[src/rtl/dct2_2d_pkg.sv]
`default_nettype none
// ============================================================================
//  Module   : dct2_2d_pkg
//  Purpose  : Shared types and constants for the 2-D DCT-II pipeline: the
//             transpose-buffer sequencer state set, buffer edge size and
//             shift-direction encodings.
//  Revision : 1.0  initial release
// ============================================================================
package dct2_2d_pkg;

  // Vectors per block (transpose buffer edge) and in-block counter width
  localparam int N  = 32;
  localparam int CW = $clog2(N);

  // Buffer direction encodings
  localparam logic DIR_ROW = 1'b0;
  localparam logic DIR_COL = 1'b1;

  // Sequencer states
  typedef enum logic [1:0] {
    FILL   = 2'd0,
    STREAM = 2'd1,
    FLUSH  = 2'd2
  } state_t;

endpackage : dct2_2d_pkg
`default_nettype wire

[src/rtl/transpose_buffer_ctrl.sv]
`default_nettype none
// ============================================================================
//  Module   : transpose_buffer_ctrl
//  Purpose  : Sequencer for the 32x32 transpose buffer sitting between the
//             row and column 1-D DCT passes. Rows shift in while the previous
//             block's columns shift out; direction flips every block so the
//             buffer streams at full rate. Valid/ready on both sides and a
//             zero-fill drain for the final block.
//  Revision : 1.0  initial release
// ============================================================================
module transpose_buffer_ctrl
  import dct2_2d_pkg::*;
#(
  parameter int N   = dct2_2d_pkg::N,
  parameter int CW  = dct2_2d_pkg::CW,
  parameter int BCW = 16
) (
  input  logic           clock,
  input  logic           reset,
  input  logic           in_valid,
  output logic           in_ready,
  input  logic           flush,
  output logic           out_valid,
  input  logic           out_ready,
  output logic           out_first,
  output logic           out_last,
  output logic           tb_enable,
  output logic           tb_direction,
  output logic           zero_fill,
  output logic [BCW-1:0] blocks_done
);

  localparam logic [CW-1:0] C_LAST = CW'(N - 1);

  state_t         r_state;
  state_t         w_state_nxt;
  logic [CW-1:0]  r_cnt;
  logic           r_dir;
  logic [BCW-1:0] r_blocks;
  logic           r_flush_pend;

  logic           w_wrap;       // shift on the last vector of a block
  logic           w_pend_eff;   // flush request visible this cycle
  logic           w_pend_set;
  logic           w_blk_inc;

  // Handshakes, buffer enable and next state from current state and inputs
  always_comb begin
    in_ready    = 1'b0;
    out_valid   = 1'b0;
    tb_enable   = 1'b0;
    zero_fill   = 1'b0;
    w_pend_eff  = r_flush_pend;
    w_state_nxt = r_state;

    case (r_state)
      FILL: begin
        in_ready  = 1'b1;
        tb_enable = in_valid;
      end
      STREAM: begin
        out_valid  = 1'b1;
        in_ready   = out_ready;
        tb_enable  = in_valid & out_ready;
        w_pend_eff = r_flush_pend | flush;
      end
      FLUSH: begin
        out_valid = 1'b1;
        zero_fill = 1'b1;
        tb_enable = out_ready;
      end
      default: ;
    endcase

    w_wrap = tb_enable && (r_cnt == C_LAST);

    case (r_state)
      FILL: begin
        if (w_wrap) w_state_nxt = STREAM;
      end
      STREAM: begin
        // A fully resident block with nothing of the next one in yet can
        // start draining immediately; otherwise wait for the block edge.
        if (w_wrap && w_pend_eff)
          w_state_nxt = FLUSH;
        else if (!tb_enable && (r_cnt == '0) && w_pend_eff)
          w_state_nxt = FLUSH;
      end
      FLUSH: begin
        if (w_wrap) w_state_nxt = FILL;
      end
      default: w_state_nxt = FILL;
    endcase

    // A wrap outside FILL means a whole block has left the buffer
    w_blk_inc  = w_wrap && (r_state != FILL);
    // In FILL with nothing shifted in there is nothing to drain
    w_pend_set = flush && ((r_state == STREAM) ||
                           ((r_state == FILL) && (r_cnt != '0)));
  end

  // State, vector counter, direction, block counter and pending flush
  always_ff @(posedge clock) begin
    if (reset) begin
      r_state      <= FILL;
      r_cnt        <= '0;
      r_dir        <= DIR_ROW;
      r_blocks     <= '0;
      r_flush_pend <= 1'b0;
    end else begin
      r_state <= w_state_nxt;
      if (tb_enable) begin
        r_cnt <= w_wrap ? '0 : r_cnt + 1'b1;
      end
      if (w_wrap) begin
        r_dir <= ~r_dir;
      end
      if (w_blk_inc) begin
        r_blocks <= r_blocks + BCW'(1);
      end
      if ((w_state_nxt == FLUSH) && (r_state != FLUSH))
        r_flush_pend <= 1'b0;
      else if (w_pend_set)
        r_flush_pend <= 1'b1;
    end
  end

  assign out_first    = out_valid && (r_cnt == '0);
  assign out_last     = out_valid && (r_cnt == C_LAST);
  assign tb_direction = r_dir;
  assign blocks_done  = r_blocks;

endmodule : transpose_buffer_ctrl
`default_nettype wire

[config.mk]
export PLATFORM = sky130hd
export DESIGN_NAME = transpose_buffer_ctrl
export DESIGN_NICKNAME = d
export VERILOG_FILES = /design/src/rtl/dct2_2d_pkg.sv /design/src/rtl/transpose_buffer_ctrl.sv
export SDC_FILE = /design/constraint.sdc
export NUM_CORES = 1
export LEC_CHECK = 0
export ABC_AREA = 0
export BUFFER_PORTS_ARGS = -buffer_cell sky130_fd_sc_hd__buf_2
export CORE_MARGIN = 2
export CORE_UTILIZATION = 55
export CTS_BUF_LIST = sky130_fd_sc_hd__clkbuf_8
export DETAILED_ROUTE_END_ITERATION = 8
export HOLD_SLACK_MARGIN = 0.06
export PLACE_DENSITY = 0.8
export SLEW_MARGIN = 10
export SYNTH_ARGS = -nofsm -noshare
export SYNTH_HDL_FRONTEND = slang
export SYNTH_SLANG_ARGS = --single-unit
[constraint.sdc]
create_clock -name clock -period 4.4 [get_ports clock]
set_input_delay 0.88 -clock clock [delete_from_list [all_inputs] [get_ports clock]]
set_output_delay 0.88 -clock clock [all_outputs]
set_load 0.005 [all_outputs]
# Yosys cells after proc, flatten, opt, wreduce, memory -nomap -nowiden

Index checks and enable logic that the tools add are counted.

$add $sub $neg: 2
Multiply operators: 0
Div/mod/pow operators: 0
Order comparisons: 0
Equality and inequality tests: 5
Shifts and indexed selects: 0
Multiplexer cells: 11
Bitwise logic cells: 3
Reduce and logical (&&, ||, !) cells: 18

Operator list:

| operator              | count |
|---|---|
| $add 16x1->16 const B | 1 |
| $logic_and 1x1->1     | 10 |
| $mux 2                | 4 |
| $pmux 2 s3            | 1 |
| $add 5x1->5 const B   | 1 |
| $eq 5x5->1 const B    | 1 |
| $logic_not 5->1       | 1 |
| $mux 5                | 1 |
| $reduce_bool 5->1     | 1 |
| $eq 2x2->1 const B    | 2 |
| $reduce_or 2->1       | 2 |
| $mux 1                | 3 |
| $pmux 1 s3            | 1 |
| $eq 2x1->1 const B    | 1 |
| $logic_not 2->1       | 1 |
| $ne 2x2->1 const B    | 1 |
| $pmux 1 s2            | 1 |
| $reduce_bool 2->1     | 1 |
| $and 1x1->1           | 1 |
| $logic_not 1->1       | 1 |
| $logic_or 1x1->1      | 1 |
| $not 1->1             | 1 |
| $or 1x1->1            | 1 |

Register bits: 25
Bits in latches: 0
RAM bits: 0
Memory bits (read-only): 0
Output and inout bits: 23
Memories kept: 0

# Depth between registers and ports, before layout

Gate-level depths: netlist (run 1).

Depth after elaboration: 11
Mapped depth: 10
Depth with buffers taken out: 7

# Worst setup path after synthesis (run 1)

No wires, ideal clock.

Kind: flip-flop to flip-flop
From: register r_cnt[0]
To: register r_blocks[13] (netlist: blocks_done[13])
Data arrival time: 2,310 ps
Path slack: 2,020 ps
Stages on the path, launching flop included: 11
Path buffers: 3
Period minus slack after synthesis: 2,380 ps
Cells stage by stage: dfxtp_1 ha_1 and3_1 ha_1 buf_4 nand4bb_1 buf_2 or4_4 buf_6 or3_1 a21oi_1

Cells in the longest elaborated chain, start to end: 3

RTL lines:

| item                     | line                         | source |
|---|---|---|
| start: declaration       | transpose_buffer_ctrl.sv:37  | `logic [CW-1:0] r_cnt;` |
| start signal: assignment | transpose_buffer_ctrl.sv:113 | `r_cnt <= w_wrap ? '0 : r_cnt + 1'b1;` |
| $eq 5x5->1               | transpose_buffer_ctrl.sv:75  | `w_wrap = tb_enable && (r_cnt == C_LAST);` |
| $logic_and 1x1->1        | transpose_buffer_ctrl.sv:75  |  |
| $logic_and 1x1->1        | transpose_buffer_ctrl.sv:96  | `w_blk_inc = w_wrap && (r_state != FILL);` |
| end signal: assignment   | transpose_buffer_ctrl.sv:119 | `r_blocks <= r_blocks + BCW'(1);` |
| end: declaration         | transpose_buffer_ctrl.sv:39  | `logic [BCW-1:0] r_blocks;` |

No other way between the ends.
A chain may end at the register's enable or synchronous reset.

# Worst setup path in the final report (run 1)

From: register r_cnt[0]
To: register r_blocks[15] (netlist: blocks_done[15])

Same word-level chain as after synthesis.

==> summary.txt, run 1 <==
Leak: 0.598 nW
# nets final: 204
most used cell along the critical path: ha_1
Hold Fails Final Rpt: 0
largest family of logic cells by synthesized area: simple AND/OR/NAND/NOR gates
post-route clock period utilization: 0.649
GR Overflow Total: 0
share of the synthesized area in the top cell type: 0.365
Startpoint Class: flip-flop
layout cell share with drive strength beyond 1: 0.174
Slowest cell on crit path: or4_4
initial antenna violation count: 0
Final setup viols: 0
Post-Synthesis Cells: 166
FF+latch count, synth: 25
routed wire length: 3080 um
syn_nets: 179
initial core utilization: 0.569
pin count of the biggest net entering global routing: 26
synthesis-to-finish area growth: 13.0%
Critical Path RT: 4.61 ns
critical path, cell by cell: ha_1 > and3_1 > ha_1 > nand4bb_1 > or4_4 > or4_1 > a21oi_1
Post-Place Setup Slack: 1.61 ns
cell area after synthesis: 1370 um^2
RSZ-0062 raised after global routing: false
run status: finished, final reports clean
post-synthesis sequential area ratio: 0.365
clk_lat worst skew: 0.27 ns
Cell variety after synth: 41
clk sinks: 25
via count: 1319
Compound-Gate Fraction of Synth Area: 0.195
CTS Buffer Depth: 2
Pwr Density: 252 nW/um^2
Vias/cell: 6.00
Synth Area in Adders: 0.0730
Filler cells: 212
count of pins over their slew limit: 0
post-synth top area cell: dfxtp_1
CTS tree: built
fraction of synthesized area in multiplexers: 0
Setup crit end kind: flip-flop
most numerous cell in the Yosys netlist: dfxtp_1
simple-gate share of the synthesized area: 0.262
fmax: 350 MHz
CTS resizes: 0
# rows: 18
Critical Path Fanout Max: 11
post-DP HPWL: 2180 um
Tmin final: 2.85 ns
Setup Skew: 0.000828 ns
postcts setup bufs: 0
Core Box Area: 2410 um^2
routability cong.: 0.944
Tot GR Track Use: 0.233
CP top delay family: simple AND/OR/NAND/NOR gates
Post-DP Area: 1500 um^2
Hold Crit Class: flip-flop to flip-flop
DR pass1 iterations: 4
# hold bufs at CTS: 0
worst path arrival time: 3.06 ns
clock buffer count from CTS: 3
EDFF count, synth: 0
CTS Root Cell: clkbuf_8
Top Ports: 28
relative slew slack: 0.543
Die H: 53.9 um
ANT cells: 0
CTS H-tree lvls: 1
YS warnings: 0
Max-Cap Viols: 0
minimum hold slack: 0.489 ns
DRC Markers: 0
post-route ant nets: 0
Starting DRT DRC Count: 36
critical path class: flip-flop to flip-flop
Least-Margin Pin Slew: 0.686 ns
Synth async-reset ratio: 0
crit-path max cell delay: 0.68 ns
multi-input logic area: 797 um^2
Register Area: 500 um^2
post-route setup TNS: 0 ns
post-synthesis xor/xnor area fraction: 0.0511
die width: 53.9 um
routed len/inst: 14.0 um
vias in the first global route: 1133
Most used DFF post-synth: dfxtp_1
main area contributors after synthesis: dfxtp_1 36%, ha_1 7.3%, a21oi_1 6.6%
die area: 2910 um^2
number of port buffers: 27
most frequent cells after synthesis: 25 x dfxtp_1, 18 x a21oi_1, 12 x nor2_1, 11 x nand2_1, 11 x o21ai_0
first-pass GRT wire length: 4970 um
PnR worst setup slack: 1.55 ns
Worst VDD drop: 203 uV
Syn Area/Cell: 8.26 um^2
clk slew on worst S/H paths: 0.09 ns
Design Area, Final: 1550 um^2
critical path buffer and inverter count: 0
==> routing by layer <==
metal,share of wire,GRT usage
met3,0.054,0.0417
met2,0.47,0.374
met5,0,0
met4,0.011,0.0855
met1,0.47,0.311
==> cell usage in the layout, fill, tap and decap left out, types with 7 or more instances in the layout <==
| master | n |
|---|---|
| buf_2 | 27 |
| dfxtp_1 | 25 |
| a21oi_1 | 18 |
| nor2_1 | 12 |
| nand2_1 | 11 |
| o21ai_0 | 11 |
| inv_1 | 9 |
| or3_1 | 9 |
| ha_1 | 8 |
| nand3_1 | 7 |
| xnor2_1 | 7 |
==> worst min-delay path, cell delays in order, from the launching register on <==
cell and delay [ns]:
dfxtp_1 0.33, o31ai_1 0.06, a21oi_1 0.06
==> through the flow <==
| stage | cells | util | power, mW |
|---|---|---|---|
| after floorplan | 166 | - | 0.248 |
| after global placement | 216 | 0.624 | 0.253 |
| after detailed placement | 216 | 0.624 | 0.255 |
| after CTS | 220 | 0.643 | 0.390 |
| after global routing | 220 | 0.643 | 0.401 |
| final | 220 | 0.643 | 0.390 |
==> final timing paths <==
kind | endpoint | start | slack [ns] | depth (start not counted)
worst min register to register | blocks_done[15]$_SDFFE_PP0P_ | blocks_done[15]$_SDFFE_PP0P_ | 0.49 | 2
worst max-delay path | blocks_done[15]$_SDFFE_PP0P_ | r_cnt[0]$_SDFFE_PP0P_ | 1.55 | 7
worst max register to register | blocks_done[15]$_SDFFE_PP0P_ | r_cnt[0]$_SDFFE_PP0P_ | 1.55 | 7
worst min-delay path | blocks_done[15]$_SDFFE_PP0P_ | blocks_done[15]$_SDFFE_PP0P_ | 0.49 | 2
==> cells by family after synthesis <==
| logic type | count (synthesis) |
|---|---|
| simple gates | 64 |
| compound gates | 45 |
| flops | 25 |
| buf+inv | 16 |
| xor+xnor | 8 |
| fa+ha+maj | 8 |
==> sequential cells by signal, summed over array words and instances, names as in the netlist <==
name and cells:
r_state 2, r_flush_pend 1, blocks_done 16, tb_direction 1, r_cnt 5
==> layout make-up <==
class | count | share of cell area
multi-input combinational | 125 | 0.514
sequential | 25 | 0.323
timing repair buffer | 27 | 0.0872
clock buffer | 3 | 0.0266
tap | 30 | 0.0242
inverter | 9 | 0.0218
clock inverter | 1 | 0.00323
==> report_power, final <==
group	internal (mW)	total, mW	leakage (nW)	switching [mW]
combinational	0.00675	0.0195	0.371	0.0128
sequential	0.228	0.231	0.202	0.00256
clock	0.0635	0.140	0.0255	0.0766
No activity file was read; power rests on OpenSTA's default activity.
==> inputs of run 2 (changes only) <==
- ABC_AREA: 0 -> 1
- PLACE_DENSITY: 0.8 -> 0.79
- clock period: 4.4 -> 2.69 ns (I/O delays scaled with it)
==> summary.txt, run 2 <==
run status: finished, final reports clean
Top Ports: 28
Hold Crit Class: flip-flop to flip-flop
via count: 1420
Setup crit end kind: output port
die width: 55.5 um
first-pass GRT wire length: 5440 um
FF+latch count, synth: 25
Die H: 55.5 um
routed len/inst: 11.2 um
Worst VDD drop: 383 uV
r2r setup slk: 0.82 ns
Vias/cell: 5.18
Tmin final: 2.12 ns
initial antenna violation count: 0
Synth async-reset ratio: 0
vias in the first global route: 1274
postcts setup bufs: 0
post-route setup TNS: 0 ns
Setup Skew: 0.00333 ns
routability cong.: 0.924
Critical Path Fanout Max: 7
Pwr Density: 381 nW/um^2
post-DP HPWL: 2340 um
Critical Path RT: 2.15 ns
GR Overflow Total: 0
placed cell count: 270
Post-Synthesis Cells: 216
fmax: 471 MHz
Hold Startpoint: blocks_done[5]$_SDFFE_PP0P_
Max-Cap Viols: 0
initial core utilization: 0.584
clk_lat worst skew: 0.27 ns
clock buffer count from CTS: 3
post-synth top area cell: dfxtp_1
CTS H-tree lvls: 1
# rows: 18
worst path arrival time: 1.59 ns
# hold bufs at CTS: 0
post-route clock period utilization: 0.790
multi-input logic area: 820 um^2
CTS resizes: 0
most frequent cells after synthesis: 50 x nand2_1, 29 x inv_1, 25 x dfxtp_1, 24 x nor2_1, 20 x a21oi_1
pin count of the biggest net entering global routing: 16
layout cell share with drive strength beyond 1: 0.160
Final setup viols: 0
synthesis-to-finish area growth: 13.5%
clk slew on worst S/H paths: 0.08 ns
DRC Markers: 0
Hold Fails Final Rpt: 0
RSZ-0062 raised after global routing: false
Tot GR Track Use: 0.216
share of the synthesized area in the top cell type: 0.343
# nets final: 258
Register Area: 500 um^2
max reg flops: 16
die area: 3080 um^2
YS warnings: 0
most frequent cells in the layout: 50 x nand2_1, 30 x inv_1, 27 x buf_2
Startpoint Class: flip-flop
critical path class: flip-flop to output port
count of pins over their slew limit: 0
Cell variety after synth: 24
Syn Area/Cell: 6.76 um^2
Most used DFF post-synth: dfxtp_1
post-synthesis sequential area ratio: 0.343
routed wire length: 3080 um
CTS Buffer Depth: 2
relative slew slack: 0.797
Hold Path Sink: blocks_done[5]$_SDFFE_PP0P_
syn_nets: 229
Starting DRT DRC Count: 52
Filler cells: 222
most numerous cell in the Yosys netlist: nand2_1
worst hold path depth: 1
cell area after synthesis: 1460 um^2
worst reg2reg path depth: 9
DR pass1 iterations: 4
r2r endpoint: blocks_done[7]$_SDFFE_PP0P_
EDFF count, synth: 0
post-route ant nets: 0
CTS tree: built
number of port buffers: 27
Least-Margin Pin Slew: 0.305 ns
r2r startpoint: r_cnt[0]$_SDFFE_PP0P_
ANT cells: 0
CTS Root Cell: clkbuf_8
Core Box Area: 2500 um^2
commonest non-fill, non-tap cell in the layout: nand2_1
main area contributors after synthesis: dfxtp_1 34%, nand2_1 13%, inv_1 7.5%
Leak: 0.720 nW
fin cells: 274
clk sinks: 25
==> run 2: cell count changes in the layout (fill, tap and decap cells not counted), moves of 6 or more <==
cell,previous run,this run
inv_1,9,30
nand2_1,11,50
nand3_1,7,18
nor2_1,12,24
nor3_1,3,10
o21ai_0,11,5
or3_1,9,0
==> run 2: stage by stage <==
stage	setup WS (ns)	util	hold WS, ns	instance area (um^2)	power, mW
after floorplan	1.09	-	0.464	1460	0.414
after global placement	0.852	0.645	0.474	1610	0.424
after detailed placement	0.845	0.645	0.486	1610	0.425
after CTS	0.563	0.663	0.498	1660	0.635
after global routing	0.445	0.663	0.523	1660	0.662
final	0.566	0.663	0.497	1660	0.631
==> run 2: cells by family (layout without fill, tap and decap cells) <==
group / Yosys count / after routing / share of synthesized area
buffers and inverters: 35 / 63 / 0.0960
xor gates and xnor gates: 8 / 8 / 0.0480
and+or+nand+nor: 111 / 111 / 0.344
adders and majority gates: 8 / 8 / 0.0686
DFF: 25 / 25 / 0.343
AOI/OAI and AO/OA: 29 / 29 / 0.101
==> run 2: power breakdown <==
group / internal [mW] / total [mW] / switching (mW)
clock: 0.102 / 0.215 / 0.113
sequential: 0.375 / 0.378 / 0.00340
combinational: 0.0131 / 0.0378 / 0.0247
total: 0.490 / 0.631 / 0.141
==> run 2: critical path, stage by stage, from the launching register on <==
cell     delay [ns]
dfxtp_1        0.37
inv_1          0.10
ha_1           0.25
nand3_1        0.10
nand3_2        0.13
nand2_2        0.17
inv_2          0.08
buf_2          0.13
==> run 2: routing by layer <==
layer / GRT usage / wire, um
met1: 0.311 / 1560
met2: 0.325 / 1260
met3: 0.0351 / 197
met4: 0.0767 / 63
met5: 0 / 0
==> run 2: cell type report <==
class	instances	area share
clock inverters	1	0.00226
well taps	30	0.0226
repair buffers	27	0.0815
inverters	32	0.0725
multi-input cells	156	0.494
clock buffers	3	0.0249
flip-flops and latches	25	0.302
==> run 2: how the worst max path moves through the flow <==
stage,cells after the start,slack (ns),end,startpoint
global placement,7,0.85,tb_enable,r_state[1]$_SDFF_PP0_
CTS,7,0.56,tb_enable,r_state[1]$_SDFF_PP0_
floorplan,8,1.09,blocks_done[3]$_SDFFE_PP0P_,r_cnt[0]$_SDFFE_PP0P_
global route,7,0.44,tb_enable,r_state[1]$_SDFF_PP0_
detailed placement,9,0.84,blocks_done[7]$_SDFFE_PP0P_,r_cnt[0]$_SDFFE_PP0P_
finish,7,0.57,tb_enable,r_state[1]$_SDFF_PP0_
